<file path="src/rtl/cpu_bus_master.sv">
// 386SX-style bus master: one command at a time through T1/T2 with hold/holda arbitration.
// Optional T2 timeout abort is enabled by defining CPU_BUS_TIMEOUT_EN.
module cpu_bus_master #(
  parameter int ADS_CLKS = 2
`ifdef CPU_BUS_TIMEOUT_EN
  , parameter int TIMEOUT_CYCLES = 255
`endif
) (
  input  logic        clk,
  input  logic        reset_n,
  input  logic        cmd_valid,
  output logic        cmd_ready,
  input  logic [22:0] cmd_addr,
  input  logic [1:0]  cmd_be_n,
  input  logic [2:0]  cmd_type,
  input  logic [15:0] cmd_wdata,
  output logic        rsp_valid,
  output logic [15:0] rsp_rdata,
  output logic        rsp_err,
  output logic        ads_n,
  input  logic        ready_n,
  output logic [22:0] address,
  output logic [3:0]  bcd,
  output logic [1:0]  be_n,
  output logic [15:0] data_out,
  output logic        data_oe,
  input  logic [15:0] data_in,
  input  logic        hold,
  output logic        holda
);

  localparam int ADS_W = (ADS_CLKS > 1) ? $clog2(ADS_CLKS) : 1;
  localparam logic [ADS_W-1:0] ADS_LAST = ADS_W'(ADS_CLKS - 1);

  typedef enum logic [1:0] {IDLE, T1, T2, HOLD} state_t;

  state_t           state, state_nxt;
  logic [ADS_W-1:0] ads_cnt;
  logic             accept;
  logic             done;
  logic             timeout;

`ifdef CPU_BUS_TIMEOUT_EN
  localparam logic [7:0] TO_LAST = 8'(TIMEOUT_CYCLES - 1);
  logic [7:0] to_cnt;
`endif

  assign cmd_ready = (state == IDLE) && !hold;
  assign accept    = cmd_valid && cmd_ready;

  always_ff @(posedge clk) begin
    if (!reset_n) state <= IDLE;
    else          state <= state_nxt;
  end

  always_comb begin
    state_nxt = state;
    done      = 1'b0;
    timeout   = 1'b0;
    case (state)
      IDLE: begin
        if (hold)           state_nxt = HOLD;
        else if (cmd_valid) state_nxt = T1;
      end
      T1: begin
        if (ads_cnt == ADS_LAST) state_nxt = T2;
      end
      T2: begin
        if (!ready_n) begin
          done      = 1'b1;
          state_nxt = IDLE;
        end
`ifdef CPU_BUS_TIMEOUT_EN
        else if (to_cnt == TO_LAST) begin
          done      = 1'b1;
          timeout   = 1'b1;
          state_nxt = IDLE;
        end
`endif
      end
      HOLD: begin
        if (!hold) state_nxt = IDLE;
      end
      default: state_nxt = IDLE;
    endcase
  end

  // Bus-side outputs are all registered; the latched command lives in address/be_n/bcd/data_out.
  always_ff @(posedge clk) begin
    if (!reset_n) begin
      ads_n     <= 1'b1;
      ads_cnt   <= '0;
      address   <= '0;
      be_n      <= 2'b11;
      bcd       <= '0;
      data_out  <= '0;
      data_oe   <= 1'b0;
      holda     <= 1'b0;
      rsp_valid <= 1'b0;
      rsp_rdata <= '0;
    end else begin
      rsp_valid <= done;
      holda     <= (state_nxt == HOLD);
      if (accept) begin
        address  <= cmd_addr;
        be_n     <= cmd_be_n;
        bcd      <= {1'b0, cmd_type};
        data_out <= cmd_wdata;
        ads_n    <= 1'b0;
        ads_cnt  <= '0;
      end
      if (state == T1) begin
        data_oe <= bcd[0];
        if (ads_cnt == ADS_LAST) ads_n <= 1'b1;
        else                     ads_cnt <= ads_cnt + ADS_W'(1);
      end
      if (done) begin
        data_oe <= 1'b0;
        if (timeout)      rsp_rdata <= 16'hFFFF;
        else if (!bcd[0]) rsp_rdata <= data_in;
      end
    end
  end

`ifdef CPU_BUS_TIMEOUT_EN
  // Counter is cleared while in T1 so it starts from zero on the first T2 clock.
  always_ff @(posedge clk) begin
    if (!reset_n) begin
      to_cnt  <= '0;
      rsp_err <= 1'b0;
    end else begin
      if (state == T1)                to_cnt <= '0;
      else if (state == T2 && ready_n) to_cnt <= to_cnt + 8'd1;
      if (done) rsp_err <= timeout;
    end
  end
`else
  assign rsp_err = 1'b0;
`endif

endmodule
</file>
<file path="config.mk">
export PLATFORM = sky130hd
export DESIGN_NAME = cpu_bus_master
export DESIGN_NICKNAME = d
export VERILOG_FILES = /design/src/rtl/cpu_bus_master.sv
export SDC_FILE = /design/constraint.sdc
export NUM_CORES = 1
export LEC_CHECK = 0
export CORE_UTILIZATION = 36
export DETAILED_ROUTE_END_ITERATION = 12
export GPL_TIMING_DRIVEN = 0
export PLACE_DENSITY_LB_ADDON = 0.08
export SYNTH_ARGS = -nofsm -noshare
export SYNTH_HDL_FRONTEND = slang
export SYNTH_SLANG_ARGS = --single-unit
</file>
<file path="constraint.sdc">
create_clock -name clk -period 1.48 [get_ports clk]
set_input_delay 0.148 -clock clk [delete_from_list [all_inputs] [get_ports clk]]
set_output_delay 0.148 -clock clk [all_outputs]
set_load 0.05 [all_outputs]
</file>
* Word-level counts from Yosys, hierarchy flattened *
Cells that the tools add are included.

storage, ports and cells
  bits in registers = 67
  latch bits = 0
  RAM bits = 0
  ROM bits = 0
  input bits = 65
  output and inout bits = 67
  word-level logic and storage cells = 38
  memories = 0

cells by class
  add/sub/neg operators = 1
  multipliers = 0
  div/mod/pow operators = 0
  magnitude comparators = 0
  equality and inequality tests = 4
  shifts and indexed selects = 0
  mux-type cells = 14
  bitwise logic cells = 2
  reductions and logical operators = 6

operator list
  kind                   number
  $mux W2                5
  $mux W1                8
  $pmux W2 S4            1
  $eq A2 B2 Y1 const B   3
  $eq A2 B1 Y1 const B   1
  $logic_and A1 B1 Y1    2
  $logic_not A2 Y1       1
  $not A1 Y1             2
  $reduce_and A2 Y1      1
  $reduce_or A2 Y1       1
  $add A1 B1 Y1 const B  1
  $logic_not A1 Y1       1

* Depth between registers and ports, before layout *
Gate-level depths: netlist of the first run.

  depth in word-level cells = 6
  mapped depth = 6
  depth with buffers taken out = 3

* Least setup slack after synthesis of the first run *
OpenSTA, ideal clock, no wires.

  kind = reg2reg
  from = reg state[1]
  to = reg ads_n
  library setup time = 0.114 ns
  data arrival time = 1.903 ns
  data required time = 1.366 ns
  setup slack = -0.537 ns
  cell stages (with the launch flop) = 5
  buffers on the path = 1
  clock period less this slack = 2.017 ns
  cells stage by stage = dfxtp_1 > buf_2 > nor3_1 > nand2_1 > a21o_1

between the ends
  longest elaborated chain between the ends = 6

ends and longest elaborated chain
  item                      line  source
  start: declaration        37    state_t state, state_nxt;
  start signal: assignment  53    else state <= state_nxt;
  $logic_not A2 Y1 (*)      48    assign cmd_ready = (state == IDLE) && !hold;
  $logic_and A1 B1 Y1 (*)   48
  via cmd_ready             12    output logic cmd_ready,
  $logic_and A1 B1 Y1 (*)   49    assign accept = cmd_valid && cmd_ready;
  $mux W1 (*)               104   if (accept) begin
  $mux W1                   114   if (ads_cnt == ADS_LAST) ads_n <= 1'b1;
  $mux W1 (*)               112   if (state == T1) begin
  end signal: assignment    91    ads_n <= 1'b1;
  end signal: assignment    109   ads_n <= 1'b0;
  end signal: assignment    114
  end: declaration          20    output logic ads_n,

Mark *: on every way through the listed nets, which the timed path passes. The rest lies on a longest branch.
A chain may end at the register's enable or synchronous reset.

* Worst setup path in the final report of the first run *
  from = reg state[1]
  to = reg rsp_rdata[7]

between the ends
  longest elaborated chain between the ends = 3

ends and longest elaborated chain
  item                                line  source
  $eq A2 B2 Y1                        60    case (state)
  $mux W1                             60
  $reduce_and A2 Y1 (no source line)  -
  end signal: assignment              120   else if (!bcd[0]) rsp_rdata <= data_in;
  end: declaration                    18    output logic [15:0] rsp_rdata,

Every way passes these cells.

==> metrics.yaml, run 1 <==
run_status: "finished, final reports clean"
worstPathRequired_ns: 1.71
final_cell_mix: "nand2_1, dfxtp_1, dlygate4sd2_1, clkdlybuf4s50_1, nand3_1"
stdcell_count: 548
numCtsBuffers: 9
power_mw: 4.60
grt_setup_unrepaired: "yes"
ys_ff_latch: 67
crit_fanout: 6
slew_viol_final: 0
cts_sinks: 67
drc_errors: 0
dp_slack_ns: -0.355
finalHoldViolations: 0
clk_pin_slew_worst_paths_ns: 0.07
max-slew-margin-rel_pct: 63.7
final.setup.tns_ns: 0
drive_above_1_share_pct: 17.0
grt_overflow_total: 0
drt_iter0_markers: 82
final.period_utilization_pct: 99.3
grt_max_degree: 12
syn_to_final_growth_pct: 66.8
grt_pass1_wl_um: 11700
leakagePower_nw: 1.88
grt_use_total_pct: 20.1
placed_cells: 526
cts-htree-levels: 3
period_minus_slack_ns: 1.47
core_area_um2: 6870
ys.flop_type: "dfxtp_1"
max_stage_delay_ns: 0.58
synth_cells: 301
postCtsHoldBufs: 0
p_per_area_nw_per_um2: 1060
clock_latency_ns: 0.34
routed_wl_um: 7320
grt_pass1_vias: 2557
antenna_found_initial: 0
max_slew.worst_pin.slew_ns: 0.544
portBuffers: 128
critPathKind: "register to register"
max_freq_mhz: 680
post_dp_cell_area_um2: 4010
wl_per_cell_um: 13.4
rows: 30
ir_drop_uv: 810
maxCapViolCount: 0
finalWorstSetupSlack_ns: 0.0103
gp_congestion: 0.786
finalSetupViolCount: 0
clock_path_buffers: 2
syn_area_um2: 2600
min_path_type: "input port to register"
cts_root_buf: "clkbuf_8"
synth_edf_count: 0
vias_per_cell: 4.82
synth-seq-area-share_pct: 51.7
start_util_pct: 37.8
cp.arrival_ns: 1.70
ys_warn_count: 0
skew_ns: 0.00925
final_util_pct: 63.0
cp_cell_sequence: "buf_6, or4b_4, clkbuf_16, nand3_2, o21ai_2"
cp-start-kind: "register"
vias: 2642
syn_avg_cell_area_um2: 8.63
async_flop_share_pct: 0
layout.nets: 512
cts_tree: "built"
synth_cell_types: 28
dr.pass1.iters: 4
ant_nets: 0
antenna_cells: 0
crit_slowest_cell: "or4b_4"
io_pins: 132
die_w_um: 86.9
end_kind: "register"
fp.dieH_um: 86.9
dieArea_um2: 7560
dp_hpwl_um: 5150
design_area_um2: 4330
fin_hold_ws_ns: 0.259
synthesized netlist by cell type, types with 4 or more instances:
library cell   n  share of area [%]
buf_6          5                2.2
o21ai_0       39                7.5
dfxtp_1       67                 52
buf_2          5               0.96
o21ai_2       16                5.4
nand3_2        4                1.5
nand3_1       54                 10
buf_4          5                1.4
o21ai_1        4               0.77
nand2_1       64                9.3
clkbuf_1      15                2.2
sequential cells by signal (all words and copies together), names as in the netlist:
name,cells
address,23
data_oe,1
state,2
data_out,16
rsp_valid,1
holda,1
be_n,2
ads_n,1
bcd,3
rsp_rdata,16
ads_cnt,1
area by class of cell:
class | instances | area [µm²]
repair buffers | 137 | 1310
multi-input cells | 202 | 1130
plain buffers | 28 | 213
clock buffers | 12 | 165
inverters | 2 | 7.51
fillers | 643 | 2540
clock inverters | 4 | 47.5
flip-flops and latches | 67 | 1350
well taps | 96 | 120
worst paths after layout:
path	start	end	slack [ns]	cells past startpoint
worst max-delay path	state[1]$_SDFF_PN0_	rsp_rdata[7]$_SDFFE_PN0P_	0.01	5
worst min-delay path	reset_n	state[0]$_SDFF_PN0_	0.26	3
worst max register to register	state[1]$_SDFF_PN0_	rsp_rdata[7]$_SDFFE_PN0P_	0.01	5
worst min register to register	data_out[7]$_SDFFE_PN0P_	data_out[7]$_SDFFE_PN0P_	0.45	2
timing repair:
item | 4_1_cts | 5_1_grt
pin swaps | 6 | 3
resized for setup | 92 | 20
gates cloned | 2 | 2
endpoints found under the setup margin | 126 | 57
buffers inserted | 3 | 2
where the power goes:
group	internal (mW)	switching, mW
clock network	0.910	0.678
logic	0.410	0.637
registers	1.91	0.0563
total	3.23	1.37
metal layers:
metal  share of wire, %  routed length (µm)  GRT usage, %
met3                8.3                 610          7.20
met5                  0                   0             0
met4               0.79                  58          7.73
met1                 44                3190          24.5
met2                 47                3460          32.4
cell families (layout without fill, tap and decap cells):
logic type             Yosys count  in the layout  synth area share [%]
other                            1              2                 0.144
buffers and inverters           33            183                  7.18
and+or+nand+nor                131            131                  24.1
muxes                            3              3                  1.16
DFF                             67             67                  51.7
AOI/OAI and AO/OA               66             66                  15.8
worst max-delay path: cells and delay by family, from the launching register on:
kind,cells,cell delay (ns)
buffers and inverters,2,0.33
AOI/OAI and AO/OA,1,0.06
and+or+nand+nor,2,0.65
DFF,1,0.34
Power figures use the tool's default switching activity.
==> run 2: changes to the inputs <==
GPL_TIMING_DRIVEN = 1   (was 0)
TNS_END_PERCENT = 1   (was default)
==> run 2 against run 1 <==
Core utilization fell by 3.1 points; cell count fell by 2.7%; sequential power barely moved; non-clock buffer count fell by 15; cell area fell by 4.9%; sequential cell count did not move.
==> metrics.yaml, run 2 (synthesis results as in run 1) <==
slew_viol_final: 0  # unchanged
cp.arrival_ns: 1.25  # -0.45 ns
final_cell_mix: "buf_4, dfxtp_1, nand2_1, clkdlybuf4s50_1, nand3_1"
regMostFlops: "address"
die_w_um: 86.9  # unchanged
vias_per_cell: 4.58  # -4.9%
final_util_pct: 59.9  # -3.1 points
clk_pin_slew_worst_paths_ns: 0.07  # about the same
syn_to_final_growth_pct: 58.6
skew_ns: 0.00542  # -0.00384 ns
grt_max_degree: 63  # +51
drive_above_1_share_pct: 28.4  # +11 points
finalHoldViolations: 0  # unchanged
wl_per_cell_um: 11.8  # -12%
power_mw: 4.42  # -3.8%
start_util_pct: 37.8  # unchanged
cts_tree: "built"
ant_nets: 0  # unchanged
drt_iter0_markers: 81  # -1.2%
largest_reg_flops: 23  # unchanged
ir_drop_uv: 560  # -31%
core_area_um2: 6870  # unchanged
post_dp_cell_area_um2: 3920  # -2.2%
grt_setup_unrepaired: "no"
dp_hpwl_um: 4430  # -14%
fillCellCount: 629  # -2.2%
antenna_found_initial: 0  # unchanged
layout.nets: 497  # -2.9%
final.setup.tns_ns: 0  # unchanged
maxCapViolCount: 0  # unchanged
routed_wl_um: 6290  # -14%
max_stage_delay_ns: 0.31  # -0.27 ns
run_status: "finished, final reports clean"
drc_errors: 0  # unchanged
final_common_cell: "buf_4"
crit_buf_inv: 2  # unchanged
fp.dieH_um: 86.9  # unchanged
finalSetupViolCount: 0  # unchanged
critPathKind: "register to output port"
grt_overflow_total: 0  # unchanged
multi_input_comb_area_um2: 1080  # -4.3%
fin_hold_ws_ns: 0.227  # -0.0323 ns
final.period_utilization_pct: 94.7  # -4.6 points
crit_family: "buffers and inverters"
cts_sinks: 67  # unchanged
end_kind: "output port"
ff2ff_setup_slack_ns: 0.10  # +0.09 ns
cts-htree-levels: 3  # unchanged
leakagePower_nw: 1.68  # -11%
clock_latency_ns: 0.33  # about the same
cts_root_buf: "clkbuf_8"
postCtsSetupBuffers: 0  # -3
crit_slowest_cell: "dfxtp_1"
grt_pass1_wl_um: 10300  # -12%
design_area_um2: 4120  # -4.9%
gp_congestion: 0.742  # -5.6%
cp-start-kind: "register"
grt_use_total_pct: 17.4  # -2.7 points
clock_path_buffers: 2  # unchanged
io_pins: 132  # unchanged
cp_cell_sequence: "buf_4, nor3_2, buf_12"
numCtsBuffers: 9  # unchanged
crit_fanout: 9  # +3
reg_top3: "address (23), data_out (16), rsp_rdata (16)"
grt_pass1_vias: 2226  # -13%
vias: 2443  # -7.5%
period_minus_slack_ns: 1.40  # -0.0687 ns
dieArea_um2: 7560  # unchanged
worstPathRequired_ns: 1.33  # -0.38 ns
p_per_area_nw_per_um2: 1070  # +1.2%
max_freq_mhz: 714  # +4.9%
dr.pass1.iters: 4  # unchanged
min_path_type: "input port to register"
rows: 30  # unchanged
regArea_um2: 1340  # -0.19%
portBuffers: 129  # +0.78%
antenna_cells: 0  # unchanged
==> run 2: what timing repair did <==
action                     4_1_cts  5_1_grt
hold buffers                     0        0
gates resized for setup          0        5
setup endpoints to repair        0       18
==> run 2: final cells by class <==
type	instances	area share [%]
repair buffers	150	33.5
flip-flops and latches	67	32.6
multi-input cells	202	26.2
clock buffers	15	4.53
well taps	96	2.92
inverters	2	0.182
clock inverters	1	0.122
==> run 2: stage by stage <==
step / setup WS, ns / std cells
global placement: -0.153 / 517
global route: 0.00961 / 533
finish: 0.0789 / 533
detailed placement: -0.156 / 517
CTS: 0.0480 / 533
floorplan: -0.0772 / 302
==> run 2: path summary, 6_finish.rpt <==
kind,from,endpoint,cells past startpoint
worst max register to register,bcd[0]$_SDFFE_PN0P_,rsp_rdata[7]$_SDFFE_PN0P_,4
worst min register to register,data_out[7]$_SDFFE_PN0P_,data_out[7]$_SDFFE_PN0P_,2
worst max-delay path,state[1]$_SDFF_PN0_,cmd_ready,3
worst min-delay path,reset_n,state[0]$_SDFF_PN0_,3
==> run 2: where the power goes <==
group	switching (mW)	internal (mW)	total, mW
Sequential	0.0517	1.90	1.96
Combinational	0.608	0.427	1.03
Clock	0.640	0.792	1.43
==> run 2: worst register-to-register path: cells and delay by family, from the launching register on <==
| kind | cells | cell delay (ns) |
|---|---|---|
| AOI/OAI and AO/OA | 1 | 0.05 |
| buffers and inverters | 1 | 0.21 |
| DFF | 1 | 0.32 |
| and+or+nand+nor | 2 | 0.69 |
==> run 2: routing by layer <==
metal	global-route usage (%)	vias to the layer above	wire length, µm
met5	0	-	0
met4	8.18	0	71
met3	4.83	7	539
met2	27.2	90	2880
met1	22.2	1061	2800
li1	-	1285	-
==> run 3: changes to the inputs <==
CORE_UTILIZATION = 34   (was 36)
PLACE_DENSITY_LB_ADDON = 0.25   (was 0.08)
==> run 3 against run 2 <==
Sequential share of layout area grew 0.56 points; non-clock buffer count is 4 lower; combinational power hardly changed; critical endpoint is now rsp_rdata[2]$_SDFFE_PN0P_; largest cell class is now registers; largest power group unchanged; highest routed layer unchanged.
==> metrics.yaml, run 3 (synthesis results as in run 1) <==
fp.dieH_um: 89.4  # +2.8%
gp_congestion: 0.705  # -5.0%
worstPathRequired_ns: 1.69  # +0.36 ns
slew_viol_final: 0  # unchanged
period_minus_slack_ns: 1.40  # -0.000745 ns
core_area_um2: 7330  # +6.7%
cts-htree-levels: 3  # unchanged
grt_use_total_pct: 14.8  # -2.6 points
reg_top3: "address (23), data_out (16), rsp_rdata (16)"
grt_pass1_vias: 2090  # -6.1%
drc_errors: 0  # unchanged
placed_cells: 516  # -0.19%
design_area_um2: 4050  # -1.7%
max_freq_mhz: 714  # about the same
ant_nets: 0  # unchanged
rows: 31  # +3.3%
die_w_um: 89.4  # +2.8%
start_util_pct: 35.4  # -2.4 points
power_mw: 4.21  # -4.9%
clk_pin_slew_worst_paths_ns: 0.07  # about the same
grt_setup_unrepaired: "yes"
swShare_pct: 30.4  # +1.0 points
leakagePower_nw: 1.63  # -2.6%
finalSetupViolCount: 0  # unchanged
crit_family: "simple AND/OR/NAND/NOR gates"
final_cell_mix: "buf_4, dfxtp_1, nand2_1, clkdlybuf4s50_1, nand3_1"
drive_above_1_share_pct: 27.3  # -1.1 points
p_int_mw: 2.93  # -6.3%
power.switching_mw: 1.28  # -1.5%
fin_hold_ws_ns: 0.235  # +0.00820 ns
cp_cell_sequence: "or4b_1, buf_12, nand3_1, o21ai_2"
vias_per_cell: 4.59  # +0.15%
maxCapViolCount: 0  # unchanged
clock_latency_ns: 0.32  # about the same
run_status: "finished, final reports clean"
portBuffers: 129  # unchanged
cp-start-kind: "register"
crit_slowest_cell: "or4b_1"
p_per_area_nw_per_um2: 1040  # -3.2%
regMostFlops: "address"
cts_sinks: 67  # unchanged
finalHoldViolations: 0  # unchanged
syn_to_final_growth_pct: 55.9
p_seq_share_pct: 46.5  # +2.3 points
ir_drop_uv: 494  # -12%
dieArea_um2: 7990  # +5.8%
antenna_cells: 0  # unchanged
routed_wl_um: 6040  # -3.9%
numCtsBuffers: 9  # unchanged
layout.nets: 493  # -0.80%
post_dp_cell_area_um2: 3890  # -0.67%
cp.arrival_ns: 1.61  # +0.36 ns
largest_reg_flops: 23  # unchanged
end_kind: "register"
vias: 2442  # -0.041%
dp_hpwl_um: 4370  # -1.4%
grt_max_degree: 54  # -14%
crit_fanout: 32  # +23
wl_per_cell_um: 11.4  # -3.7%
io_pins: 132  # unchanged
final_util_pct: 55.2  # -4.7 points
clockPowerShare_pct: 29.1  # -3.3 points
cts_tree: "built"
combinationalPowerShare_pct: 24.3  # +0.9 points
drt_iter0_markers: 55  # -32%
final.period_utilization_pct: 94.6  # about the same
grt_overflow_total: 0  # unchanged
postCtsSetupBuffers: 0  # unchanged
skew_ns: 0.00671  # +0.00129 ns
postCtsHoldBufs: 0  # unchanged
critPathKind: "register to register"
cts_root_buf: "clkbuf_8"
min_path_type: "input port to register"
antenna_found_initial: 0  # unchanged
grt_pass1_wl_um: 9100  # -11%
max_stage_delay_ns: 0.57  # +0.26 ns
dr.pass1.iters: 4  # unchanged
final_common_cell: "buf_4"
crit_buf_inv: 1  # -1
stdcell_count: 532  # -0.19%
clock_path_buffers: 2  # unchanged
run 3: metrics by stage:
step	setup TNS (ns)	setup WS [ns]
2_1_floorplan	-0.0772	-0.0772
3_3_place_gp	-3.11	-0.149
3_5_place_dp	-4.15	-0.164
4_1_cts	0	0.0495
5_1_grt	-0.114	-0.0523
6_report	0	0.0797
run 3: path summary, 6_finish.rpt:
path	slack, ns	start	end	depth (start not counted)
hold / removal	0.24	reset_n	state[0]$_SDFF_PN0_	3
setup / recovery	0.08	bcd[0]$_SDFFE_PN0P_	rsp_rdata[2]$_SDFFE_PN0P_	4
hold reg to reg	0.45	bcd[2]$_SDFFE_PN0P_	bcd[2]$_SDFFE_PN0P_	2
setup reg to reg	0.08	bcd[0]$_SDFFE_PN0P_	rsp_rdata[2]$_SDFFE_PN0P_	4
run 3: what timing repair did:
item,CTS,global route
endpoints found under the setup margin,0,9
gates resized for setup,0,2
endpoints found under the hold margin,0,0
run 3: metal layers:
metal | vias to the layer above | wire length, µm | global-route usage, % | part of all wire, %
li1 | 1282 | - | - | -
met1 | 1072 | 2530 | 16.1 | 42
met2 | 81 | 2960 | 26.8 | 49
met3 | 7 | 487 | 4.89 | 8.1
met4 | 0 | 63 | 5.19 | 1.0
met5 | - | 0 | 0 | 0
run 3: worst register-to-register path: stages (launching register included):
cell and delay (ns):
dfxtp_2 0.34, or4b_1 0.57, buf_12 0.21, nand3_1 0.12
o21ai_2 0.06
run 3: layout make-up:
class / instances / area (µm²)
fillers: 668 / 3280
flip-flops and latches: 67 / 1340
repair buffers: 146 / 1340
multi-input cells: 202 / 1080
clock buffers: 13 / 139
well taps: 99 / 124
clock inverters: 3 / 15.0
inverters: 2 / 7.51
run 3: power groups by stage:
stage / Sequential [mW] / Combinational (mW) / Clock [mW]
3_3_place_gp: 1.99 / 1.02 / 0
3_5_place_dp: 2.00 / 1.03 / 0
2_1_floorplan: 2.30 / 0.309 / 0
4_1_cts: 1.96 / 1.03 / 1.28
6_report: 1.96 / 1.02 / 1.23
5_1_grt: 1.97 / 1.09 / 1.37
